`src/rtl/sc_micro_sequencer.sv`:
```
// Next-address generator for the microcoded control unit: selects the control-store address
// from Cond/JumpAddr/PSR/IR. Wait-state support is built only when SC_SEQ_WAITSTATE_EN is defined.
module sc_micro_sequencer #(
  parameter int                         SEQ_ADDRWIDTH = 11,
  parameter logic [SEQ_ADDRWIDTH-1:0]   SEQ_RESETADDR = '0
) (
  input  logic                     SC_SEQ_CLOCK_50,
  input  logic                     SC_SEQ_RESET_InLow,
  input  logic [2:0]               SC_SEQ_Cond_InBUS,
  input  logic [SEQ_ADDRWIDTH-1:0] SC_SEQ_JumpAddr_InBUS,
  input  logic                     SC_SEQ_Read_In,
  input  logic                     SC_SEQ_Write_In,
  input  logic [3:0]               SC_SEQ_PSR_InBUS,
  input  logic [31:0]              SC_SEQ_IR_InBUS,
  input  logic                     SC_SEQ_MemReady_In,
  output logic [SEQ_ADDRWIDTH-1:0] SC_SEQ_CSAddr_OutBUS,
  output logic                     SC_SEQ_MIRLoad_Out,
  output logic                     SC_SEQ_Stall_Out
);

  typedef enum logic [1:0] {ST_BOOT, ST_RUN, ST_WAIT} state_t;

  state_t                   r_state;
  logic [SEQ_ADDRWIDTH-1:0] r_csaddr;
  logic                     r_mirload;
  logic                     r_stall;

  logic                     w_taken;
  logic [SEQ_ADDRWIDTH-1:0] w_incr;
  logic [SEQ_ADDRWIDTH-1:0] w_decode;
  logic [SEQ_ADDRWIDTH-1:0] w_next;
  logic                     w_pending;
  logic                     w_ready;
  logic                     w_unused;

  // Increment wraps naturally at 2^SEQ_ADDRWIDTH.
  assign w_incr   = r_csaddr + 1'b1;
  assign w_decode = SEQ_ADDRWIDTH'({1'b1, SC_SEQ_IR_InBUS[31:30], SC_SEQ_IR_InBUS[24:19], 2'b00});

  always_comb begin
    // NOTE: default first so every path assigns w_taken; otherwise a latch is inferred.
    w_taken = 1'b0;
    unique case (SC_SEQ_Cond_InBUS)
      3'b001:  w_taken = SC_SEQ_PSR_InBUS[3];
      3'b010:  w_taken = SC_SEQ_PSR_InBUS[2];
      3'b011:  w_taken = SC_SEQ_PSR_InBUS[1];
      3'b100:  w_taken = SC_SEQ_PSR_InBUS[0];
      3'b101:  w_taken = SC_SEQ_IR_InBUS[13];
      3'b110:  w_taken = 1'b1;
      default: w_taken = 1'b0;
    endcase
  end

  assign w_next = (SC_SEQ_Cond_InBUS == 3'b111) ? w_decode :
                  w_taken                       ? SC_SEQ_JumpAddr_InBUS : w_incr;

`ifdef SC_SEQ_WAITSTATE_EN
  // Read and Write together still form a single access.
  assign w_pending = (SC_SEQ_Read_In | SC_SEQ_Write_In) & ~SC_SEQ_MemReady_In;
  assign w_ready   = SC_SEQ_MemReady_In;
  assign w_unused  = ^{SC_SEQ_IR_InBUS[29:25], SC_SEQ_IR_InBUS[18:14], SC_SEQ_IR_InBUS[12:0]};
`else
  assign w_pending = 1'b0;
  assign w_ready   = 1'b1;
  assign w_unused  = ^{SC_SEQ_IR_InBUS[29:25], SC_SEQ_IR_InBUS[18:14], SC_SEQ_IR_InBUS[12:0],
                       SC_SEQ_Read_In, SC_SEQ_Write_In, SC_SEQ_MemReady_In};
`endif

  // NOTE: sequential state uses non-blocking assignments so all registers update from pre-edge values.
  always_ff @(posedge SC_SEQ_CLOCK_50 or negedge SC_SEQ_RESET_InLow) begin
    if (!SC_SEQ_RESET_InLow) begin
      r_state   <= ST_BOOT;
      r_csaddr  <= SEQ_RESETADDR;
      r_mirload <= 1'b0;
      r_stall   <= 1'b0;
    end else begin
      unique case (r_state)
        ST_BOOT: begin
          r_state   <= ST_RUN;
          r_mirload <= 1'b0;
          r_stall   <= 1'b0;
        end
        ST_RUN: begin
          if (w_pending) begin
            r_state   <= ST_WAIT;
            r_mirload <= 1'b0;
            r_stall   <= 1'b1;
          end else begin
            r_csaddr  <= w_next;
            r_mirload <= 1'b1;
            r_stall   <= 1'b0;
          end
        end
        ST_WAIT: begin
          // The held microword is still at the inputs, so exit computes its successor.
          if (w_ready) begin
            r_state   <= ST_RUN;
            r_csaddr  <= w_next;
            r_mirload <= 1'b1;
            r_stall   <= 1'b0;
          end else begin
            r_mirload <= 1'b0;
            r_stall   <= 1'b1;
          end
        end
        default: begin
          r_state   <= ST_BOOT;
          r_mirload <= 1'b0;
          r_stall   <= 1'b0;
        end
      endcase
    end
  end

  assign SC_SEQ_CSAddr_OutBUS = r_csaddr;
  assign SC_SEQ_MIRLoad_Out   = r_mirload;
  assign SC_SEQ_Stall_Out     = r_stall;

endmodule
```
`config.mk`:
```
export PLATFORM = sky130hd
export DESIGN_NAME = sc_micro_sequencer
export DESIGN_NICKNAME = d
export VERILOG_FILES = /design/src/rtl/sc_micro_sequencer.sv
export SDC_FILE = /design/constraint.sdc
export NUM_CORES = 1
export LEC_CHECK = 0
export ABC_AREA = 0
export CAP_MARGIN = 10
export CORE_ASPECT_RATIO = 1.2
export CORE_MARGIN = 2
export CORE_UTILIZATION = 31
export DETAILED_ROUTE_END_ITERATION = 16
export PLACE_DENSITY = 0.76
export SETUP_SLACK_MARGIN = 0.1
export SLEW_MARGIN = 40
export SYNTH_ARGS = -nofsm -noshare
export SYNTH_HDL_FRONTEND = slang
export SYNTH_SLANG_ARGS = --single-unit
export TNS_END_PERCENT = 100
```
`constraint.sdc`:
```
create_clock -name SC_SEQ_CLOCK_50 -period 1.2 [get_ports SC_SEQ_CLOCK_50]
set_input_delay 0.36 -clock SC_SEQ_CLOCK_50 [delete_from_list [all_inputs] [get_ports SC_SEQ_CLOCK_50]]
set_output_delay 0.36 -clock SC_SEQ_CLOCK_50 [all_outputs]
set_load 0.01 [all_outputs]
```
==> flow_summary_export.csv, run 1 <==
group,metric,value,unit
synth,synthFlopType,"dfrtp_1",
die,start_util,0.3207,
pwr,power_leakage,0.0007368,uW
timing,hold_violations,0,
status,violations,"negative setup slack",
detailed_routing,drt_pass1_iterations,4,
die,fp.dieH,65.03,um
synth,synth_edf_count,0,
synth,synth.distinct_cells,36,
timing,drv_slew,0,
final_layout,final-seq-area,325.3,um^2
worst_setup_path,r2r_end,"SC_SEQ_CSAddr_OutBUS[6]$_DFFE_PN0P_",
pwr,p_sw_frac,0.3775,
final_layout,drive_gt1_frac,0.5174,
die,dieArea,3567,um^2
detailed_routing,post_drt_wl_per_cell,16.67,um
synth,ys_seq_elements,13,
worst_setup_path,crit_start,"SC_SEQ_CSAddr_OutBUS[1]$_DFFE_PN0P_",
final_layout,multi_input_area,847.1,um^2
status,status,"finished, violations left",
pwr,p_switching,763.7,uW
timing,finalCritPeriodShare,1.186,
worst_setup_path,worstPathMaxFanout,4,
timing,fin_setup_tns,-1.836,ns
clock_network,cts.sinks,13,
timing,fin_skew,0.0008801,ns
detailed_routing,drcViolationCount,0,
clock_network,clk_latency,0.29,ns
die,rows,22,
final_layout,area_delta_synth_final,93.11,%
worst_setup_path,regToRegSetupSlack,-0.22,ns
clock_network,clk_pin_slew,0.09,ns
synth,synth_area,962.2,um^2
placement,detailed_place_hpwl,2173,um
timing,fmax,0.7024,GHz
synth,ys_seq_area_frac,0.3381,
pwr,combPwrFrac,0.580,
detailed_routing,first_iter_violations,17,
worst_setup_path,worstSetupPathType,"flop to flop",
synth,yosysWarnings,0,
die,core-area,3000,um^2
placement,numPortBuffers,40,
synth,syn_avg_cell_area,9.341,um^2
timing,finalCriticalPeriod,1.424,ns
synth,synthCells,103,
die,fp.dieW,54.86,um
detailed_routing,viasPerCell,5.490,
placement,place_area,1521,um^2
detailed_routing,routed_wirelength,3468,um
grt,grt_usage,0.2229,
worst_setup_path,cp.required,1.37,ns
die,ios,68,
final_layout,final_nets,229,
grt,antenna_found_initial,0,
job,cap_viol_max_count,0,
worst_setup_path,crit_cells,6,
clock_network,cts_buffers,3,
clock_network,clock_path_buffers,2,
synth,synth_nets,159,
clock_network,cts_tree,"done",
pwr,power.clock.fraction,0.146,
grt,overflow,0,
pwr,vdd_drop_max,657.2,uV
worst_setup_path,path_delay_family,"flip-flops",
pwr,power-per-cell-area,1089,nW/um^2
clock_network,htreeDepth,1,
timing,rsz0062_at_grt,"true",
worst_setup_path,critPathCapture,"SC_SEQ_CSAddr_OutBUS[6]$_DFFE_PN0P_",
grt,grt_start_max_net_pins,14,
worst_setup_path,r2r-start,"SC_SEQ_CSAddr_OutBUS[1]$_DFFE_PN0P_",
detailed_routing,vias,1142,
pwr,p_total,2023,uW
pwr,p_seq_frac,0.274,
worst_setup_path,worst_ep_arrival_time,1.59,ns
timing,setup_viol_count_final,12,
final_layout,diodes,0,
placement,finalWeightedCongestion,0.8729,
pwr,power.internal,1259,uW
grt,grt_pass1_vias,1239,
grt,grt_pass1_wl,5644,um
worst_setup_path,worstSetupStartpointType,"flop",
worst_setup_path,slowest_stage,"dfrtp_1",
timing,setup_slack,-0.2237,ns
hold_path,min_path_type,"input pin to async pin",
worst_setup_path,max_stage_delay,0.37,ns
worst_setup_path,cp-end-kind,"flop",
final_layout,nFillCells,259,
worst_setup_path,r2r.worst_path.cells,6,
worst_setup_path,crit_path_cell_trace,"buf_6, ha_4, nand3_4, o21a_1, nor4_4, a221oi_2",
detailed_routing,ant_nets,0,
clock_network,cts_root_buf,"clkbuf_4",
final_layout,final_cell_area,1858,um^2
synth,async_flop_share,1.000,
worst_setup_path,cp_num_buf_inv,1,
-- cells in the final DEF (no fill, tap or decap), drive strengths merged, types with 3 or more instances in the layout --
cell,count
a211oi,7
a21oi,4
a221oi,8
buf,46
clkbuf,6
clkdlybuf4s50,20
dfrtp,13
mux2i,3
nand2,6
nand3,6
nor2,8
nor2b,5
nor3,5
nor4,5
xnor2,6
-- per-stage QoR --
stage | instances | utilization | hold WS [ns] | setup WS, ns
2_1_floorplan | 103 | - | 0.06441 | -0.1825
3_3_place_gp | 190 | 0.5071 | 0.6017 | -0.7835
3_5_place_dp | 190 | 0.5071 | 0.6088 | -0.8722
4_1_cts | 205 | 0.5963 | 0.3862 | -0.2319
5_1_grt | 208 | 0.6193 | 0.3882 | -0.3190
6_report | 208 | 0.6193 | 0.3684 | -0.2237
-- routing by layer --
layer,vias to the layer above,global-route usage,part of all wire
met5,-,0,0
met4,0,0.1000,0.026
met3,9,0.02995,0.053
met2,42,0.4167,0.57
met1,564,0.2299,0.35
li1,527,-,-
-- worst min path at each step --
stage	from	to	slack, ns
2_1_floorplan	SC_SEQ_RESET_InLow	SC_SEQ_CSAddr_OutBUS[0]$_DFFE_PN0P_	0.06
3_3_place_gp	r_state[0]$_DFFE_PN0N_	SC_SEQ_MIRLoad_Out$_DFF_PN0_	0.60
3_5_place_dp	r_state[0]$_DFFE_PN0N_	SC_SEQ_MIRLoad_Out$_DFF_PN0_	0.61
4_1_cts	SC_SEQ_RESET_InLow	SC_SEQ_MIRLoad_Out$_DFF_PN0_	0.39
5_1_grt	SC_SEQ_RESET_InLow	SC_SEQ_CSAddr_OutBUS[1]$_DFFE_PN0P_	0.39
6_report	SC_SEQ_RESET_InLow	SC_SEQ_MIRLoad_Out$_DFF_PN0_	0.37
-- layout make-up --
| class | instances | area share |
|---|---|---|
| Timing Repair Buffer | 71 | 0.3266 |
| Tap cell | 36 | 0.02424 |
| Clock buffer | 4 | 0.01414 |
| Sequential cell | 13 | 0.1751 |
| Inverter | 2 | 0.004040 |
| Multi-Input combinational cell | 82 | 0.4559 |
-- Yosys cell counts, types with 2 or more instances --
| master | count | area, um^2 |
|---|---|---|
| a211oi_1 | 7 | 52.55 |
| a21oi_1 | 3 | 15.01 |
| a221oi_1 | 7 | 61.31 |
| buf_4 | 4 | 30.03 |
| conb_1 | 2 | 7.510 |
| dfrtp_1 | 13 | 325.3 |
| inv_1 | 2 | 7.510 |
| mux2i_1 | 3 | 30.03 |
| nand2_1 | 4 | 15.01 |
| nand2_2 | 2 | 12.51 |
| nand3_1 | 6 | 30.03 |
| nor2_1 | 8 | 30.03 |
| nor2b_1 | 5 | 31.28 |
| nor3_1 | 4 | 20.02 |
| nor4_1 | 5 | 31.28 |
| o211ai_1 | 2 | 15.01 |
| o21a_1 | 2 | 15.01 |
| xnor2_1 | 6 | 52.55 |
-- logic make-up after synthesis --
group,Yosys count,synth area share
simple gates,39,0.2211
compound gates,29,0.2614
flops,13,0.3381
buf+inv,8,0.04811
xor+xnor,7,0.06372
mux,4,0.04681
other cells,2,0.007805
fa+ha+maj,1,0.01300
-- sequential cells by signal, indices dropped and copies added (netlist names) --
signal / count
r_state: 1
SC_SEQ_MIRLoad_Out: 1
SC_SEQ_CSAddr_OutBUS: 11
-- worst reg2reg max path, delay by kind of cell, from the launching register on --
kind,cells,cell delay (ns)
compound gates,2,0.30
simple gates,2,0.34
fa+ha+maj,1,0.17
flops,1,0.37
buf+inv,1,0.13
-- power by group through the flow --
| stage | logic, uW | registers, uW | clock network (uW) |
|---|---|---|---|
| after global placement | 783 | 595 | 0 |
| after floorplan | 343 | 634 | 0 |
| after global routing | 1260 | 562 | 321 |
| final | 1170 | 555 | 296 |
| after detailed placement | 805 | 603 | 0 |
| after CTS | 1060 | 552 | 285 |
-- what timing repair did --
action                     in CTS  in global routing
gates resized for setup       102                 15
hold buffers                    0                  0
pin swaps                      24                 17
setup endpoints to repair      23                 23
setup buffers                  11                  3
No activity file was read; power rests on OpenSTA's default activity.
==> run 2, diff against run 1 <==
- ABC_AREA: 0 -> 1
- CORE_UTILIZATION: 31 -> 32
==> run 2 against run 1 <==
  * The flow still finishes with violations (negative setup slack)
  * Clock skew grew 0.0011 ns
  * Register-to-register slack better by 0.07 ns
  * Sequential power about the same
  * Maximum frequency grew 2.1%
  * Synthesized cell count is 51% higher
  * Cell area down 6.1%
  * Critical path type is now flop to output port
  * Largest cell class unchanged
  * Highest routed layer unchanged
==> flow_summary_export.csv, run 2 <==
group,metric,value,unit
status,status,"finished, violations left",
status,violations,"negative setup slack",
synth,yosys.area.top_type,"dfrtp_1",
pwr,p_total,1801,uW
placement,finalWeightedCongestion,0.7933,
die,rows,22,
clock_network,ctsHoldBuffers,0,
grt,grt_start_max_net_pins,15,
clock_network,cts_tree,"done",
timing,setup_slack,-0.1946,ns
timing,setup_viol_count_final,11,
die,fp.dieW,55.63,um
timing,holdWs,0.3812,ns
pwr,power_leakage,0.0009137,uW
die,core-area,3055,um^2
die,fp.dieH,65.95,um
final_layout,largest_reg_flops,11,
clock_network,cts_buffers,3,
die,start_util,0.3350,
clock_network,cts.sinks,13,
timing,fmax,0.7170,GHz
clock_network,clk_pin_slew,0.09,ns
synth,synthTopCellsByCount,"nand2_1 (53), inv_1 (26), nand3_1 (16), dfrtp_1 (13)",
synth,syn_avg_cell_area,6.561,um^2
pwr,vdd_drop_max,551.6,uV
synth,synthFlopType,"dfrtp_1",
timing,fin_setup_tns,-1.182,ns
die,dieArea,3668,um^2
timing,rsz0062_at_grt,"true",
clock_network,htreeDepth,1,
placement,dp_slack,-0.5865,ns
synth,ys_seq_area_frac,0.3178,
detailed_routing,ant_nets,0,
timing,drv_slew,0,
grt,overflow,0,
synth,ys_seq_elements,13,
job,cap_viol_max_count,0,
placement,numPortBuffers,40,
synth,async_flop_share,1.000,
worst_setup_path,worstSetupStartpointType,"flop",
final_layout,layout_common_cells,"nand2_1 (47), buf_4 (25), inv_1 (21), clkdlybuf4s50_1 (20), buf_2 (14)",
timing,fin_skew,0.001960,ns
detailed_routing,drcViolationCount,0,
detailed_routing,routed_wirelength,2883,um
worst_setup_path,cp.required,0.84,ns
final_layout,diodes,0,
clock_network,cts_root_buf,"clkbuf_4",
final_layout,layout_commonest_cell,"nand2_1",
synth,ys_top_cells_by_area,"dfrtp_1 (32%), nand2_1 (19%), inv_1 (9.5%)",
clock_network,clk_latency,0.28,ns
hold_path,min_path_type,"input pin to async pin",
grt,grt_pass1_vias,1111,
detailed_routing,viasPerCell,4.589,
worst_setup_path,worst_ep_arrival_time,1.03,ns
synth,synth.most_common_cell,"nand2_1",
worst_setup_path,cp-end-kind,"output port",
synth,synth_area,1023,um^2
detailed_routing,first_iter_violations,28,
final_layout,area_delta_synth_final,70.42,%
clock_network,clock_path_buffers,2,
die,ios,68,
synth,synth.distinct_cells,23,
grt,grt_usage,0.1554,
pwr,power-per-cell-area,1033,nW/um^2
detailed_routing,vias,1207,
detailed_routing,post_drt_wl_per_cell,10.96,um
final_layout,drive_gt1_frac,0.3436,
timing,finalCritPeriodShare,1.162,
synth,synth_edf_count,0,
worst_setup_path,worstSetupPathType,"flop to output port",
placement,detailed_place_hpwl,2028,um
final_layout,final_nets,284,
synth,synth_top_area_share,0.3178,
synth,synth_nets,212,
grt,grt_pass1_wl,4581,um
synth,yosysWarnings,0,
placement,place_area,1600,um^2
synth,synthCells,156,
grt,antenna_found_initial,0,
worst_setup_path,regToRegSetupSlack,-0.15,ns
timing,hold_violations,0,
timing,finalCriticalPeriod,1.395,ns
detailed_routing,drt_pass1_iterations,4,
final_layout,final_cell_area,1744,um^2
worst_setup_path,worstPathMaxFanout,2,
run 2: cell types whose count changed in the layout (fill, tap and decap cells not counted), sizes merged, moves of 3 or more:
cell,delta
xor2,+3
nor4,-5
o21ai,+10
a211oi,-7
clkdlybuf4s15,+4
inv,+24
nor3,-3
xnor2,-4
nand2,+49
nand3,+11
nor2b,-5
a221oi,-8
run 2: critical path, cell delays in order, from the launching register on:
cell	delay [ns]
dfrtp_1	0.41
buf_4	0.14
buf_6	0.10
buf_6	0.11
run 2: repair_timing:
| item | CTS | global route |
|---|---|---|
| endpoints found under the setup margin | 23 | 23 |
| setup buffers | 6 | 4 |
| gates resized for setup | 82 | 20 |
| pin swaps | 20 | 20 |
run 2: path summary, 6_finish.rpt:
path	start	to	cells past startpoint
setup / recovery	SC_SEQ_CSAddr_OutBUS[1]$_DFFE_PN0P_	SC_SEQ_CSAddr_OutBUS[1]	3
hold / removal	SC_SEQ_RESET_InLow	SC_SEQ_CSAddr_OutBUS[9]$_DFFE_PN0P_	2
setup reg to reg	SC_SEQ_CSAddr_OutBUS[1]$_DFFE_PN0P_	SC_SEQ_CSAddr_OutBUS[10]$_DFFE_PN0P_	11
hold reg to reg	r_state[0]$_DFFE_PN0N_	SC_SEQ_CSAddr_OutBUS[0]$_DFFE_PN0P_	3
max in group asynchronous	SC_SEQ_RESET_InLow	SC_SEQ_CSAddr_OutBUS[1]$_DFFE_PN0P_	2
min in group SC_SEQ_CLOCK_50	SC_SEQ_Cond_InBUS[2]	SC_SEQ_CSAddr_OutBUS[10]$_DFFE_PN0P_	7
run 2: cell type report:
class	count	area, um^2
Fill cell	286	1311
Multi-Input combinational cell	113	660.6
Timing Repair Buffer	71	586.8
Sequential cell	13	325.3
Inverter	26	100.1
Tap cell	36	45.04
Clock buffer	4	26.28
run 2: routing by layer:
metal,part of all wire,GRT usage,vias to the layer above
met3,0.044,0.02544,4
li1,-,-,623
met1,0.41,0.1741,550
met5,0,0,-
met4,0.012,0.04878,0
met2,0.53,0.2976,30
run 2: cells by family after synthesis:
group                    share of synthesized area
adder cells (fa/ha/maj)                    0.01222
multiplexers                              0.009780
XOR/XNOR                                   0.05134
buffers and inverters                       0.1381
other                                     0.007338
AO/OA/AOI/OAI                              0.08313
flip-flops                                  0.3178
AND/OR/NAND/NOR                             0.3802
run 2: metrics by stage:
stage	util	cells
global route	0.5708	263
CTS	0.5426	260
detailed placement	0.5238	250
floorplan	-	156
finish	0.5708	263
global placement	0.5238	250
run 2: power breakdown:
part	total, uW	internal [uW]	leakage (uW)	switching (uW)
Sequential	554	506	0.000156	48.1
Combinational	956	504	0.000743	452
Clock	291	129	0.0000150	162
==> run 3, diff against run 2 <==
- GPL_TIMING_DRIVEN: not set -> 0
- SKIP_LAST_GASP: not set -> 1
==> run 3 against run 2 <==
  * The run still ends with negative setup slack left
  * Wire length is 2.4% higher
  * First-iteration DRC count down 3.6%
  * Register-to-register slack lost 0.02 ns
  * Non-clock buffer count shrank 2
  * Maximum frequency decreased by 0.58%
  * Clock power shrank 4%
  * Die area unchanged
  * Power is 0.29% lower
  * Cell area shrank 0.50%
  * Sequential cell count did not move
  * Critical path type unchanged
  * Critical endpoint unchanged
  * Largest power group unchanged
==> flow_summary_export.csv, run 3 (synthesized netlist as in run 2, its figures left out) <==
group,metric,value,unit
final_layout,largest_reg_flops,11,
worst_setup_path,critPathCapture,"SC_SEQ_CSAddr_OutBUS[1]",
status,status,"finished, violations left",
placement,dp_slack,-0.6217,ns
clock_network,clock_path_buffers,2,
die,core-area,3055,um^2
final_layout,drive_gt1_frac,0.3289,
grt,antenna_found_initial,0,
timing,finalCritPeriodShare,1.169,
pwr,p_total,1796,uW
placement,finalWeightedCongestion,0.8037,
timing,drv_slew,0,
clock_network,cts_root_buf,"clkbuf_4",
timing,hold_violations,0,
pwr,power-per-cell-area,1035,nW/um^2
timing,slew_headroom,0.5939,
die,fp.dieH,65.95,um
grt,grt_pass1_wl,4961,um
die,fp.dieW,55.63,um
timing,worst_pin_slew,0.6073,ns
timing,fin_skew,0.0007054,ns
final_layout,final-seq-area,326.6,um^2
final_layout,multi_input_area,633.1,um^2
clock_network,ctsHoldBuffers,0,
clock_network,clk_latency,0.27,ns
placement,numPortBuffers,40,
worst_setup_path,cp.required,0.84,ns
timing,setup_slack,-0.2027,ns
timing,fmax,0.7129,GHz
placement,detailed_place_hpwl,1872,um
grt,grt_pass1_vias,1177,
clock_network,htreeDepth,1,
worst_setup_path,worstSetupPathType,"flop to output port",
detailed_routing,post_drt_wl_per_cell,11.31,um
worst_setup_path,crit_start,"SC_SEQ_CSAddr_OutBUS[1]$_DFFE_PN0P_",
timing,setup_viol_count_final,10,
worst_setup_path,regToRegSetupSlack,-0.17,ns
worst_setup_path,r2r-start,"SC_SEQ_CSAddr_OutBUS[1]$_DFFE_PN0P_",
hold_path,min_path_type,"input pin to async pin",
die,ios,68,
grt,grt_start_max_net_pins,14,
detailed_routing,routed_wirelength,2951,um
detailed_routing,viasPerCell,4.609,
final_layout,layout_common_cells,"nand2_1 (48), inv_1 (20), clkdlybuf4s50_1 (20), buf_4 (18)",
job,cap_viol_max_count,0,
final_layout,fin_cells,261,
worst_setup_path,r2r_end,"SC_SEQ_CSAddr_OutBUS[2]$_DFFE_PN0P_",
detailed_routing,first_iter_violations,27,
worst_setup_path,r2r.worst_path.cells,8,
worst_setup_path,worstPathMaxFanout,2,
status,violations,"negative setup slack",
pwr,power_leakage,0.0009080,uW
detailed_routing,ant_nets,0,
clock_network,clk_pin_slew,0.08,ns
die,rows,22,
grt,grt_usage,0.1705,
timing,fin_setup_tns,-1.306,ns
clock_network,cts_tree,"done",
timing,rsz0062_at_grt,"true",
clock_network,cts_buffers,3,
detailed_routing,drt_pass1_iterations,4,
placement,dp_cells,232,
die,start_util,0.3350,
worst_setup_path,worst_ep_arrival_time,1.04,ns
worst_setup_path,cp-end-kind,"output port",
die,dieArea,3668,um^2
final_layout,nFillCells,289,
pwr,vdd_drop_max,508.2,uV
final_layout,layout_commonest_cell,"nand2_1",
grt,overflow,0,
worst_setup_path,worstSetupStartpointType,"flop",
final_layout,area_delta_synth_final,69.56,%
detailed_routing,vias,1203,
final_layout,final_nets,282,
timing,finalCriticalPeriod,1.403,ns
final_layout,diodes,0,
clock_network,cts.sinks,13,
detailed_routing,drcViolationCount,0,
## run 3: cell types whose count changed in the layout (fill, tap and decap cells not counted), moves of 2 or more
cell,change
buf_4,-7
buf_6,+7
inv_2,+2
buf_2,-4
clkbuf_2,+2
## run 3: metrics by stage
step | hold WS (ns) | utilization | cell area, um^2
6_report | 0.4605 | 0.5680 | 1735
5_1_grt | 0.5124 | 0.5680 | 1735
4_1_cts | 0.4891 | 0.5541 | 1693
3_5_place_dp | 0.5453 | 0.4840 | 1479
3_3_place_gp | 0.5336 | 0.4840 | 1479
2_1_floorplan | 0.06441 | - | 1033
## run 3: what timing repair did
| item | CTS | global route |
|---|---|---|
| gates cloned | 1 | 0 |
| resized for setup | 88 | 17 |
| setup endpoints to repair | 23 | 23 |
| pin swaps | 19 | 9 |
| buffers inserted | 22 | 2 |
| hold endpoints to repair | 0 | 0 |
## run 3: layout make-up
| class | instances | area share |
|---|---|---|
| inverter | 26 | 0.05624 |
| timing repair buffer | 65 | 0.3244 |
| clock buffer | 4 | 0.01514 |
| buffer | 4 | 0.02523 |
| sequential | 13 | 0.1882 |
| tap | 36 | 0.02596 |
| multi-input combinational | 113 | 0.3648 |
## run 3: worst max-delay path, stage by stage (launching register included)
cell,delay (ns)
dfrtp_1,0.41
buf_4,0.15
buf_6,0.11
buf_6,0.11
## run 3: worst min-delay path by stage
stage / end / slack, ns
2_1_floorplan: SC_SEQ_CSAddr_OutBUS[0]$_DFFE_PN0P_ / 0.06
3_3_place_gp: SC_SEQ_MIRLoad_Out$_DFF_PN0_ / 0.53
3_5_place_dp: SC_SEQ_MIRLoad_Out$_DFF_PN0_ / 0.55
4_1_cts: SC_SEQ_CSAddr_OutBUS[9]$_DFFE_PN0P_ / 0.49
5_1_grt: SC_SEQ_CSAddr_OutBUS[9]$_DFFE_PN0P_ / 0.51
6_report: SC_SEQ_CSAddr_OutBUS[9]$_DFFE_PN0P_ / 0.46
## run 3: where the power goes
part           total [uW]  switching [uW]  internal [uW]
sequential            550            44.0            506
clock                 279             151            129
combinational         966             452            515
## run 3: metal layers
metal  vias up  share of wire  wire length (um)  global-route usage
li1        621              -                 -                   -
met2        36           0.52              1545              0.3185
met3         4          0.058               170             0.02935
met4         0          0.016                46             0.08841
met5         -              0                 0                   0
met1       542           0.40              1188              0.1831
